**src/rtl/tlul_reg_host.sv**
```systemverilog
// TL-UL host adapter: register-style req/gnt port in, TL-UL A/D channels out, one-cycle response strobe back.
// Optional in-order response checking (source and opcode) is enabled with `define TLUL_HOST_RSP_CHECK_EN.
module tlul_reg_host #(
   parameter int MaxOutstanding = 2,
   parameter int RegAw          = 32
) (
   input  logic             clk_i,
   input  logic             rst_ni,
   input  logic             req_i,
   output logic             gnt_o,
   input  logic [RegAw-1:0] addr_i,
   input  logic             we_i,
   input  logic [31:0]      wdata_i,
   input  logic [3:0]       be_i,
   output logic             valid_o,
   output logic [31:0]      rdata_o,
   output logic             err_o,
   output logic             busy_o,
   output logic             unexp_rsp_o,
   output logic [108:0]     tl_o,
   input  logic [65:0]      tl_i
);
   localparam int CntW = $clog2(MaxOutstanding + 1);
   localparam int SrcW = (MaxOutstanding > 1) ? $clog2(MaxOutstanding) : 1;

   localparam logic [2:0] OpGet         = 3'h4;
   localparam logic [2:0] OpPutFull     = 3'h0;
   localparam logic [2:0] OpPutPartial  = 3'h1;
   localparam logic [2:0] OpAccessAck   = 3'h0;
   localparam logic [2:0] OpAccessAckDt = 3'h1;

   typedef struct packed {
      logic        a_valid;
      logic [2:0]  a_opcode;
      logic [2:0]  a_param;
      logic [1:0]  a_size;
      logic [7:0]  a_source;
      logic [31:0] a_address;
      logic [3:0]  a_mask;
      logic [31:0] a_data;
      logic [22:0] a_user;
      logic        d_ready;
   } h2d_t;

   typedef struct packed {
      logic        d_valid;
      logic [2:0]  d_opcode;
      logic [2:0]  d_param;
      logic [1:0]  d_size;
      logic [7:0]  d_source;
      logic        d_sink;
      logic [31:0] d_data;
      logic [13:0] d_user;
      logic        d_error;
      logic        a_ready;
   } d2h_t;

   function automatic logic [SrcW-1:0] src_inc(input logic [SrcW-1:0] s);
      return (s == SrcW'(MaxOutstanding - 1)) ? '0 : s + SrcW'(1);
   endfunction

   h2d_t h2d;
   d2h_t d2h;
   logic [31:0] addr_full;

   logic [SrcW-1:0] src_q, src_d;
   logic [CntW-1:0] cnt_q, cnt_d;
   logic            valid_q, valid_d;
   logic            err_q, err_d;
   logic [31:0]     rdata_q, rdata_d;
   logic            unexp_q, unexp_d;

   logic full, a_valid, d_beat, exp_beat, chk_fail;

   assign d2h       = d2h_t'(tl_i);
   assign tl_o      = h2d;
   assign addr_full = 32'(addr_i);

   assign full     = (cnt_q == CntW'(MaxOutstanding));
   assign a_valid  = req_i & ~full;
   assign gnt_o    = a_valid & d2h.a_ready;
   // d_ready is tied high, so every d_valid is an accepted beat
   assign d_beat   = d2h.d_valid;
   assign exp_beat = d_beat & (cnt_q != '0);

   always_comb begin
      h2d           = '0;
      h2d.a_valid   = a_valid;
      h2d.a_size    = 2'd2;
      h2d.a_source  = 8'(src_q);
      h2d.a_address = {addr_full[31:2], 2'b00};
      h2d.a_user    = {5'b0, 4'h9, 7'b0, 7'b0};
      h2d.d_ready   = 1'b1;
      if (!we_i) begin
         h2d.a_opcode = OpGet;
         h2d.a_mask   = 4'hF;
      end else if (be_i == 4'hF) begin
         h2d.a_opcode = OpPutFull;
         h2d.a_mask   = 4'hF;
         h2d.a_data   = wdata_i;
      end else begin
         h2d.a_opcode = OpPutPartial;
         h2d.a_mask   = be_i;
         h2d.a_data   = wdata_i;
      end
   end

`ifdef TLUL_HOST_RSP_CHECK_EN
   // Sources are issued and retired in the same wrapping order, so the two source
   // counters double as write/read pointers of the is_read FIFO.
   logic [SrcW-1:0]           rsp_src_q, rsp_src_d;
   logic [MaxOutstanding-1:0] rd_fifo_q, rd_fifo_d;

   always_comb begin
      rd_fifo_d = rd_fifo_q;
      rsp_src_d = rsp_src_q;
      if (gnt_o) rd_fifo_d[src_q] = ~we_i;
      if (exp_beat) rsp_src_d = src_inc(rsp_src_q);
      chk_fail = exp_beat &&
                 ((d2h.d_source != 8'(rsp_src_q)) ||
                  (d2h.d_opcode != (rd_fifo_q[rsp_src_q] ? OpAccessAckDt : OpAccessAck)));
   end

   always_ff @(posedge clk_i or negedge rst_ni) begin
      if (!rst_ni) begin
         rsp_src_q <= '0;
         rd_fifo_q <= '0;
      end else begin
         rsp_src_q <= rsp_src_d;
         rd_fifo_q <= rd_fifo_d;
      end
   end
`else
   assign chk_fail = 1'b0;
`endif

   always_comb begin
      src_d   = src_q;
      cnt_d   = cnt_q;
      unexp_d = unexp_q;
      valid_d = exp_beat;
      err_d   = err_q;
      rdata_d = rdata_q;
      if (gnt_o) src_d = src_inc(src_q);
      if (gnt_o && !exp_beat) cnt_d = cnt_q + CntW'(1);
      else if (!gnt_o && exp_beat) cnt_d = cnt_q - CntW'(1);
      if (d_beat && (cnt_q == '0)) unexp_d = 1'b1;
      if (exp_beat) begin
         err_d   = d2h.d_error | chk_fail;
         rdata_d = ((d2h.d_opcode == OpAccessAckDt) && !err_d) ? d2h.d_data : '1;
      end
   end

   always_ff @(posedge clk_i or negedge rst_ni) begin
      if (!rst_ni) begin
         src_q   <= '0;
         cnt_q   <= '0;
         valid_q <= 1'b0;
         err_q   <= 1'b0;
         rdata_q <= '0;
         unexp_q <= 1'b0;
      end else begin
         src_q   <= src_d;
         cnt_q   <= cnt_d;
         valid_q <= valid_d;
         err_q   <= err_d;
         rdata_q <= rdata_d;
         unexp_q <= unexp_d;
      end
   end

   assign valid_o     = valid_q;
   assign err_o       = err_q;
   assign rdata_o     = rdata_q;
   assign unexp_rsp_o = unexp_q;
   assign busy_o      = (cnt_q != '0);

   logic unused_tl;
   assign unused_tl = ^{d2h.d_param, d2h.d_size, d2h.d_source, d2h.d_sink, d2h.d_user,
                        addr_full[1:0]};
endmodule
```
**config.mk**
```make
export PLATFORM = sky130hd
export DESIGN_NAME = tlul_reg_host
export DESIGN_NICKNAME = d
export VERILOG_FILES = /design/src/rtl/tlul_reg_host.sv
export SDC_FILE = /design/constraint.sdc
export NUM_CORES = 1
export LEC_CHECK = 0
export ABC_AREA = 1
export CORE_AREA = 2 2 109 111
export CTS_BUF_LIST = sky130_fd_sc_hd__clkbuf_2 sky130_fd_sc_hd__clkbuf_4 sky130_fd_sc_hd__clkbuf_8
export DETAILED_ROUTE_END_ITERATION = 7
export DIE_AREA = 0 0 111 113
export PLACE_DENSITY = 0.75
export SYNTH_ARGS = -nofsm -noshare
export SYNTH_HDL_FRONTEND = slang
export SYNTH_SLANG_ARGS = --single-unit
```
**constraint.sdc**
```tcl
create_clock -name clk_i -period 1.38 [get_ports clk_i]
set_input_delay 0.207 -clock clk_i [delete_from_list [all_inputs] [get_ports clk_i]]
set_output_delay 0.207 -clock clk_i [all_outputs]
set_load 0.005 [all_outputs]
```
==> results of run 1 <==
[sequential cells by signal, indices dropped and copies added (netlist names)]
signal	count
err_o	1
src_q	1
unexp_rsp_o	1
rdata_o	32
valid_o	1
cnt_q	2
[critical path: stages (launching register included)]
cell     delay [ps]
dfrtp_1         390
inv_2            70
nand2_2          70
buf_6           120
buf_6           100
buf_6           100
buf_6           100
buf_6           100
buf_6           100
nand4_1          70
nand2_1          60
[layer usage]
layer	up-vias	GRT usage [%]	wire length [µm]
li1	1308	-	-
met1	1245	12.7	2980
met2	138	27.1	4790
met3	24	3.91	715
met4	0	7.67	461
met5	-	0	0
[path summary, 6_finish.rpt]
kind	startpoint	to	slack (ps)	depth (start not counted)
setup / recovery	cnt_q[0]	src_q	1	10
hold / removal	rst_ni	rdata_o[29]	370	2
setup reg to reg	cnt_q[0]	src_q	1	10
hold reg to reg	rdata_o[22]	rdata_o[22]	480	2
max in group asynchronous	rst_ni	rdata_o[9]	540	3
min in group clk_i	addr_i[11]	tl_o[71]	410	0
[through the flow]
step | setup WS, ps | util, % | instances | setup TNS [ps] | hold slack, ps
floorplan | 47.6 | - | 427 | 0 | -88.6
global placement | -465 | 36.3 | 651 | -20340 | 144
detailed placement | -480 | 36.3 | 651 | -21570 | 153
CTS | -56.5 | 38.3 | 674 | -77.4 | 369
global route | -35.6 | 39.2 | 681 | -77.1 | 381
finish | 1.39 | 39.2 | 681 | 0 | 371
[cell families (layout without fill, tap and decap cells)]
kind of cell / after synthesis / after routing / synth area share (%)
AO/OA/AOI/OAI: 2 / 2 / 0.604
XOR/XNOR: 1 / 1 / 0.325
adder cells (fa/ha/maj): 1 / 1 / 0.465
buffers and inverters: 161 / 272 / 34.1
flip-flops: 38 / 38 / 35.3
other: 2 / 39 / 0.279
AND/OR/NAND/NOR: 185 / 185 / 28.9
[what timing repair did]
item / CTS / global route
setup endpoints to repair: 66 / 57
gates resized for setup: 86 / 28
hold buffers: 1 / 0
buffers inserted: 13 / 8
hold endpoints to repair: 14 / 0
pin swaps: 3 / 7
cloned: 1 / 0
[final cells by class]
| class | instances | area share [%] |
|---|---|---|
| clock inverter | 2 | 0.849 |
| timing repair buffer | 190 | 42.7 |
| multi-input combinational | 228 | 22.6 |
| clock buffer | 6 | 1.73 |
| inverter | 74 | 6.63 |
| tap | 143 | 4.05 |
| sequential | 38 | 21.5 |
[power by group through the flow]
stage	registers, mW	clock network (mW)	logic, mW
2_1_floorplan	2.00	0	1.27
3_3_place_gp	1.98	0	2.89
3_5_place_dp	1.98	0	2.94
4_1_cts	1.96	1.03	3.13
5_1_grt	2.01	1.06	3.54
6_report	1.94	0.967	3.20
[cell usage in the layout (no fill, tap or decap), types with 2 or more instances in the layout]
cell type        count
nand3_1             33
buf_6               10
nand2_8              2
nand2_1            138
clkdlybuf4s50_1     76
dfrtp_1             38
clkdlybuf4s15_1      2
dlygate4sd2_1       55
nand4_1              2
nor2_2               2
inv_1               68
clkbuf_8             5
buf_12               5
dlymetal6s2s_1      16
nand3_2              2
or2_2                3
inv_2                4
buf_4               21
buf_2                2
conb_1              39
nor2_1               2
==> results.toml, run 1 <==
[status]
outcome = "finished, final reports clean"

[global_route]
congestion_overflow_gr = 0
antenna_violations_before_repair = 0
grt_pass1_wl_um = 13500
grt.total_usage_pct = 13.8
number_of_global_route_vias_before_repair = 2596
maximum_number_of_pins_on_one_net_before_global_route_repair = 35

[power]
power.internal_mw = 4.03
static-leakage-power_nw = 2.58
power.share.clock_pct = 15.8
power.total_mw = 6.11
netSwitchingPower_mw = 2.08
share_comb_of_total_power_pct = 52.5
max-vdd-ir-drop_mv = 0.658
power_density_mw_per_mm2 = 1380
p_seq_share_pct = 31.7
sw_frac_of_total_pct = 34.0

[clock_tree]
clock_buffers_created_by_tritoncts = 5
clkTransAtPathRegs_ps = 80
htree_num_levels = 2
root_buffer = "clkbuf_8"
clkSinkCount = 38
worstSkewPairLatency_ps = 280
tritoncts = "yes"
max-clock-path-buffers = 2

[placement]
buffer_ports.inserted = 154
detailedPlacementHpwl_um = 6810
post_dp_cell_area_mm2 = 0.00409
routabilityCongestion = 0.762

[synth]
netlist-cell-type-count = 20
yosys_most_used_dff = "dfrtp_1"
yosysTopAreaCellShare_pct = 35.3
seq_area_frac_synth_pct = 35.3
syn_avg_cell_area_um2 = 6.90
post_synth_top_cells = "nand2_1, buf_4, inv_1"
yosys_register_bits = 38
syn-instance-count = 390
synth_most_common_cell = "nand2_1"
synth_area_mm2 = 0.00269
synth.area.top_cells = "dfrtp_1, buf_4, nand2_1, inv_1, nand3_1"
ys_async_sr_fraction_pct = 100
synthesis.yosys.warnings = 0
number_of_flops_mapped_to_enable_cells_by_yosys = 0
synth_top_cell_by_area = "dfrtp_1"

[final_layout]
net_count_final = 676
fillCellCount = 1167
antenna_diodes = 0
post-route-cell-area_mm2 = 0.00442
multi_input_combinational_cell_area_um2 = 997
reg_area_um2 = 951
synthToLayoutAreaGrowth_pct = 64.1
layout-drive-gt1-share_pct = 12.3

[critical_path]
cp_data_required_time_ps = 1560
crit_path_end_kind = "flip-flop"
critical_path.max_fanout = 2
worstSetupPathType = "reg2reg"
crit_path_start_kind = "flip-flop"
worst-endpoint-arrival_ps = 1560

[sta]
rsz0062_at_grt = "yes"
layout_worst_path_cycle_share_pct = 99.9
total_of_endpoints_with_negative_setup_slack_in_the_final_report = 0
fin_crit_ps = 1380
final_max_slew_viol_count = 0
final_count_of_hold_timing_violations = 0
timing.clock.skew_ps = 7.12
maxClockFrequency_mhz = 725

[die]
row_count = 39
die-height_um = 113
die_width_um = 111
top_level_ports = 284
die_area_mm2 = 0.0125
starting_density_of_the_core_pct = 23.9
placeable_core_region_mm2 = 0.0113

[routing]
remaining_drc_errors = 0
post_drt_via_cell_ratio = 3.99
detail_route.wl_per_cell_um = 13.1
detail-route-antenna-nets = 0
drt-total-wl_um = 8950
drt_first_pass_iters = 4
routed-via-count = 2715
drt_iter0_markers = 78

[flow_run]
maxCapViolCount = 0

[hold_path]
worstHoldPathType = "in2async"
Power figures use the tool's default switching activity.
==> run 2, diff against run 1 <==
--- a/config.mk
+++ b/config.mk
@@ -11,6 +11,7 @@
 export DETAILED_ROUTE_END_ITERATION = 7
 export DIE_AREA = 0 0 111 113
 export PLACE_DENSITY = 0.75
+export REMOVE_ABC_BUFFERS = 1
 export SYNTH_ARGS = -nofsm -noshare
 export SYNTH_HDL_FRONTEND = slang
 export SYNTH_SLANG_ARGS = --single-unit
==> run 2 against run 1 <==
  * Via count decreased by 0.59%
  * Final cell count did not move
  * Sequential share of layout area increased by 0.45 points
  * First-iteration DRC count rose by 19%
  * Power fell by 5.6%
  * Register-to-register slack better by 70 ps
  * Critical path depth down 5
  * Core utilization down 0.80 points
  * Largest cell class unchanged
==> results.toml, run 2 (synthesis results as in run 1) <==
[status]
outcome = "finished, final reports clean"

[global_route]
number_of_global_route_vias_before_repair = 2562
grt_pass1_wl_um = 15100
global_route.usage.met1_pct = 17.8
grt.total_usage_pct = 16.1
congestion_overflow_gr = 0
antenna_violations_before_repair = 6
maximum_number_of_pins_on_one_net_before_global_route_repair = 39
grt-busiest-layer = "met2"
grtUsageMet2_pct = 24.1
use_met3_pct = 11.0

[power]
power.share.clock_pct = 13.9
sw_frac_of_total_pct = 35.2
p_seq_share_pct = 33.6
static-leakage-power_nw = 2.57
netSwitchingPower_mw = 2.03
power.internal_mw = 3.74
max-vdd-ir-drop_mv = 0.590
share_comb_of_total_power_pct = 52.5
power_density_mw_per_mm2 = 1330

[final_layout]
synthToLayoutAreaGrowth_pct = 60.8
fillCellCount = 1181
reg_area_um2 = 951
post-route-cell-area_mm2 = 0.00433
layout-drive-gt1-share_pct = 17.7
net_count_final = 674
largest_register_ff_count = 32
layout.cells.most_common_list = "nand2_1, clkdlybuf4s50_1, inv_1"
multi_input_combinational_cell_area_mm2 = 0.00101
post_layout_nonfiller_instances = 681
most_common_cell_after_layout_fill_and_taps_aside = "nand2_1"

[placement]
detailedPlacementHpwl_um = 8450
place_inst = 652
placement.setup.worst_slack_ps = -493
routabilityCongestion = 0.764
buffer_ports.inserted = 154
post_dp_cell_area_mm2 = 0.00410

[sta]
maxClockFrequency_mhz = 746
final_count_of_hold_timing_violations = 0
fin_crit_ps = 1340
final_max_slew_viol_count = 0
timing.clock.skew_ps = 9.78
layout_worst_path_cycle_share_pct = 97.1
total_of_endpoints_with_negative_setup_slack_in_the_final_report = 0
final_critical_path_setup_slack_ps = 40.3
max_slew_margin_pct = 66.3
tightestPinTransition_ps = 506
rsz0062_at_grt = "yes"

[die]
top_level_ports = 284
starting_density_of_the_core_pct = 23.9
placeable_core_region_mm2 = 0.0113
row_count = 39
die-height_um = 113
die_width_um = 111
die_area_mm2 = 0.0125

[critical_path]
critical_path.max_fanout = 3
library_cell_contributing_the_largest_single_delay_on_the_critical_path = "dfrtp_1"
worstSetupPathType = "reg2out"
critical_path.n_buffers_inverters = 3
cp_data_required_time_ps = 1170
crit_path_max_incr_delay_ps = 390
worst-endpoint-arrival_ps = 1130
crit_path_end_kind = "primary output"
timing.critical_path.mode_cell = "buf_6"
cell_family_with_most_cp_delay = "flip-flops"
crit_path_start_kind = "flip-flop"
worstPathCellList = "buf_6, nand2_4, nand3_2, inv_2, buf_6"

[clock_tree]
root_buffer = "clkbuf_8"
max-clock-path-buffers = 2
worstSkewPairLatency_ps = 290
clkTransAtPathRegs_ps = 70
clkSinkCount = 38
htree_num_levels = 2
tritoncts = "yes"
clock_buffers_created_by_tritoncts = 5

[routing]
drt_iter0_markers = 93
detail_route.wl_per_cell_um = 15.3
drt_first_pass_iters = 4
detail-route-antenna-nets = 0
remaining_drc_errors = 0
post_drt_via_cell_ratio = 3.96
routed-via-count = 2699
drt-total-wl_um = 10400

[hold_path]
worstHoldPathType = "in2out"

[flow_run]
maxCapViolCount = 0
run 2: final timing paths:
path | start | to | slack (ps) | cells past startpoint
max in group asynchronous | rst_ni | rdata_o[6] | 510 | 3
hold / removal | addr_i[2] | tl_o[62] | 410 | 0
setup reg to reg | cnt_q[0] | cnt_q[1] | 70 | 9
hold reg to reg | unexp_rsp_o | unexp_rsp_o | 470 | 1
setup / recovery | cnt_q[1] | gnt_o | 40 | 5
min in group asynchronous | rst_ni | rdata_o[10] | 520 | 3
run 2: area by class of cell:
cell class	count	share of cell area (%)
antenna	2	0.116
sequential	38	22.0
multi-input combinational	228	23.4
inverter	74	6.71
clock inverter	2	0.289
clock buffer	6	1.91
tap	143	4.13
timing repair buffer	188	41.5
run 2: metal layers:
metal,up-vias,routed length [µm]
met5,-,85
met4,6,393
met3,23,1610
met2,186,4370
met1,1172,3960
li1,1312,-
run 2: power by group through the flow:
| stage | logic (mW) | clock network, mW | registers [mW] |
|---|---|---|---|
| after global routing | 3.35 | 0.888 | 2.00 |
| after floorplan | 0.960 | 0 | 2.00 |
| final | 3.03 | 0.803 | 1.94 |
| after CTS | 2.92 | 0.842 | 1.95 |
| after global placement | 2.94 | 0 | 1.97 |
| after detailed placement | 2.98 | 0 | 1.97 |
run 2: what timing repair did:
item                                    CTS  global route
endpoints found under the setup margin   70            72
buffers inserted                         13             6
endpoints found under the hold margin    38             0
hold buffers                              1             0
gates cloned                              1             0
pin swaps                                 1             1
resized for setup                       165            37
run 2: through the flow:
stage / setup TNS (ps) / power [mW] / utilization [%] / hold slack (ps)
2_1_floorplan: 0 / 2.96 / - / -88.6
3_3_place_gp: -21020 / 4.91 / 36.4 / 300
3_5_place_dp: -21200 / 4.95 / 36.4 / 299
4_1_cts: -23.6 / 5.71 / 37.3 / 414
5_1_grt: -34.7 / 6.24 / 38.4 / 414
6_report: 0 / 5.77 / 38.4 / 414
==> run 3, diff against run 2 <==
--- a/config.mk
+++ b/config.mk
@@ -12,6 +12,7 @@
 export DIE_AREA = 0 0 111 113
 export PLACE_DENSITY = 0.75
 export REMOVE_ABC_BUFFERS = 1
+export SKIP_LAST_GASP = 1
 export SYNTH_ARGS = -nofsm -noshare
 export SYNTH_HDL_FRONTEND = slang
 export SYNTH_SLANG_ARGS = --single-unit
==> run 3 against run 2 <==
  * Via count grew 0.78%
  * Non-clock buffer count grew 1
  * Sequential power is essentially flat
  * Critical path depth is the same
  * Maximum frequency shrank 0.91%
  * Die area is the same
  * Worst hold slack is the same
  * Highest routed layer unchanged
==> results.toml, run 3 (synthesis results as in run 1) <==
[die]
die_width_um = 111
top_level_ports = 284
starting_density_of_the_core_pct = 23.9
row_count = 39
die_area_mm2 = 0.0125
die-height_um = 113
placeable_core_region_mm2 = 0.0113

[power]
power.total_mw = 5.76
static-leakage-power_nw = 2.58
power_density_mw_per_mm2 = 1330
max-vdd-ir-drop_mv = 0.597

[sta]
final_count_of_hold_timing_violations = 0
tightestPinTransition_ps = 506
final_max_slew_viol_count = 0
fin_crit_ps = 1350
layout_worst_path_cycle_share_pct = 98.0
maxClockFrequency_mhz = 740
rsz0062_at_grt = "yes"
max_slew_margin_pct = 66.3
timing.clock.skew_ps = 8.97
total_of_endpoints_with_negative_setup_slack_in_the_final_report = 0

[clock_tree]
htree_num_levels = 2
worstSkewPairLatency_ps = 290
clkTransAtPathRegs_ps = 70
clkSinkCount = 38
tritoncts = "yes"
root_buffer = "clkbuf_8"
max-clock-path-buffers = 2
clock_buffers_created_by_tritoncts = 5

[placement]
detailedPlacementHpwl_um = 8450
routabilityCongestion = 0.764
post_dp_cell_area_mm2 = 0.00410
buffer_ports.inserted = 154
place_inst = 652

[routing]
post_drt_via_cell_ratio = 3.99
detail_route.wl_per_cell_um = 15.3
detail-route-antenna-nets = 0
drt_iter0_markers = 103
drt_first_pass_iters = 4
routed-via-count = 2720
remaining_drc_errors = 0
drt-total-wl_um = 10500

[global_route]
maximum_number_of_pins_on_one_net_before_global_route_repair = 39
number_of_global_route_vias_before_repair = 2562
congestion_overflow_gr = 0
grt_pass1_wl_um = 15100
grt.total_usage_pct = 16.1
antenna_violations_before_repair = 6

[hold_path]
timing.hold.worst.start = "addr_i[2]"
worstHoldPathType = "in2out"
min_path_cells = 0

[critical_path]
r2r_setup_slack_ps = 60
critPathLaunch = "cnt_q[1]"
critical_path.max_fanout = 3
worstReg2RegStart = "cnt_q[1]"
worstSetupPathType = "reg2out"
crit_path_end_kind = "primary output"
worst-endpoint-arrival_ps = 1150
worst-r2r-cell-count = 7
crit_path_start_kind = "flip-flop"
cp_data_required_time_ps = 1170

[final_layout]
net_count_final = 675
post-route-cell-area_mm2 = 0.00434
synthToLayoutAreaGrowth_pct = 61.1
largest_register_ff_count = 32
layout.cells.most_common_list = "nand2_1, clkdlybuf4s50_1, inv_1"
post_layout_nonfiller_instances = 682
layout-drive-gt1-share_pct = 18.1
most_common_cell_after_layout_fill_and_taps_aside = "nand2_1"

[flow_run]
maxCapViolCount = 0

[status]
outcome = "finished, final reports clean"
## run 3: changes by cell type in the layout (fill, tap and decap cells not counted), sizes merged
cell,previous run,this run
clkdlybuf4s50,73,72
buf,61,60
dlymetal6s2s,19,20
clkbuf,7,9
dlygate4sd2,32,33
clkdlybuf4s15,1,0
## run 3: path summary, 6_finish.rpt
check / endpoint
max: gnt_o
min: tl_o[62]
max reg2reg: cnt_q[0]
min reg2reg: unexp_rsp_o
max in group asynchronous: rdata_o[6]
min in group asynchronous: rdata_o[10]
## run 3: repair_timing
action,4_1_cts,5_1_grt
gates cloned,1,0
pin swaps,1,3
hold buffers,1,0
buffers inserted,13,6
endpoints found under the setup margin,70,74
resized for setup,153,44
hold endpoints to repair,38,0
## run 3: layer usage
layer	vias to the layer above	track usage, %	routed length, µm
met3	21	11.0	1620
met1	1179	17.8	3950
li1	1315	-	-
met5	-	3.53	85
met2	199	24.1	4430
met4	6	6.33	377
## run 3: area by class of cell
| cell class | count | area, µm² |
|---|---|---|
| fillers | 1175 | 6940 |
| multi-input cells | 228 | 1000 |
| clock inverters | 2 | 12.5 |
| well taps | 143 | 179 |
| clock buffers | 6 | 82.6 |
| flip-flops and latches | 38 | 951 |
| diodes | 2 | 5.00 |
| inverters | 74 | 290 |
| repair buffers | 189 | 1820 |
## run 3: worst max-delay path: stages (launching register included)
cell and delay [ps]:
dfrtp_1 390, buf_6 120, nand2_2 70, nand3_2 80
inv_2 100, buf_6 100
## run 3: per-stage QoR
stage / hold slack [ps] / setup slack, ps / setup TNS [ps] / utilization (%)
final: 414 / 27.9 / 0 / 38.5
after global routing: 414 / -59.3 / -102 / 38.4
after CTS: 414 / -134 / -349 / 37.5
after detailed placement: 299 / -493 / -21200 / 36.4
after global placement: 300 / -473 / -21020 / 36.4
after floorplan: -88.6 / 27.2 / 0 / -
## run 3: power breakdown
part | switching, mW | internal [mW] | total (mW)
clock | 0.400 | 0.402 | 0.802
sequential | 0.286 | 1.65 | 1.94
combinational | 1.34 | 1.68 | 3.02
total | 2.03 | 3.73 | 5.76
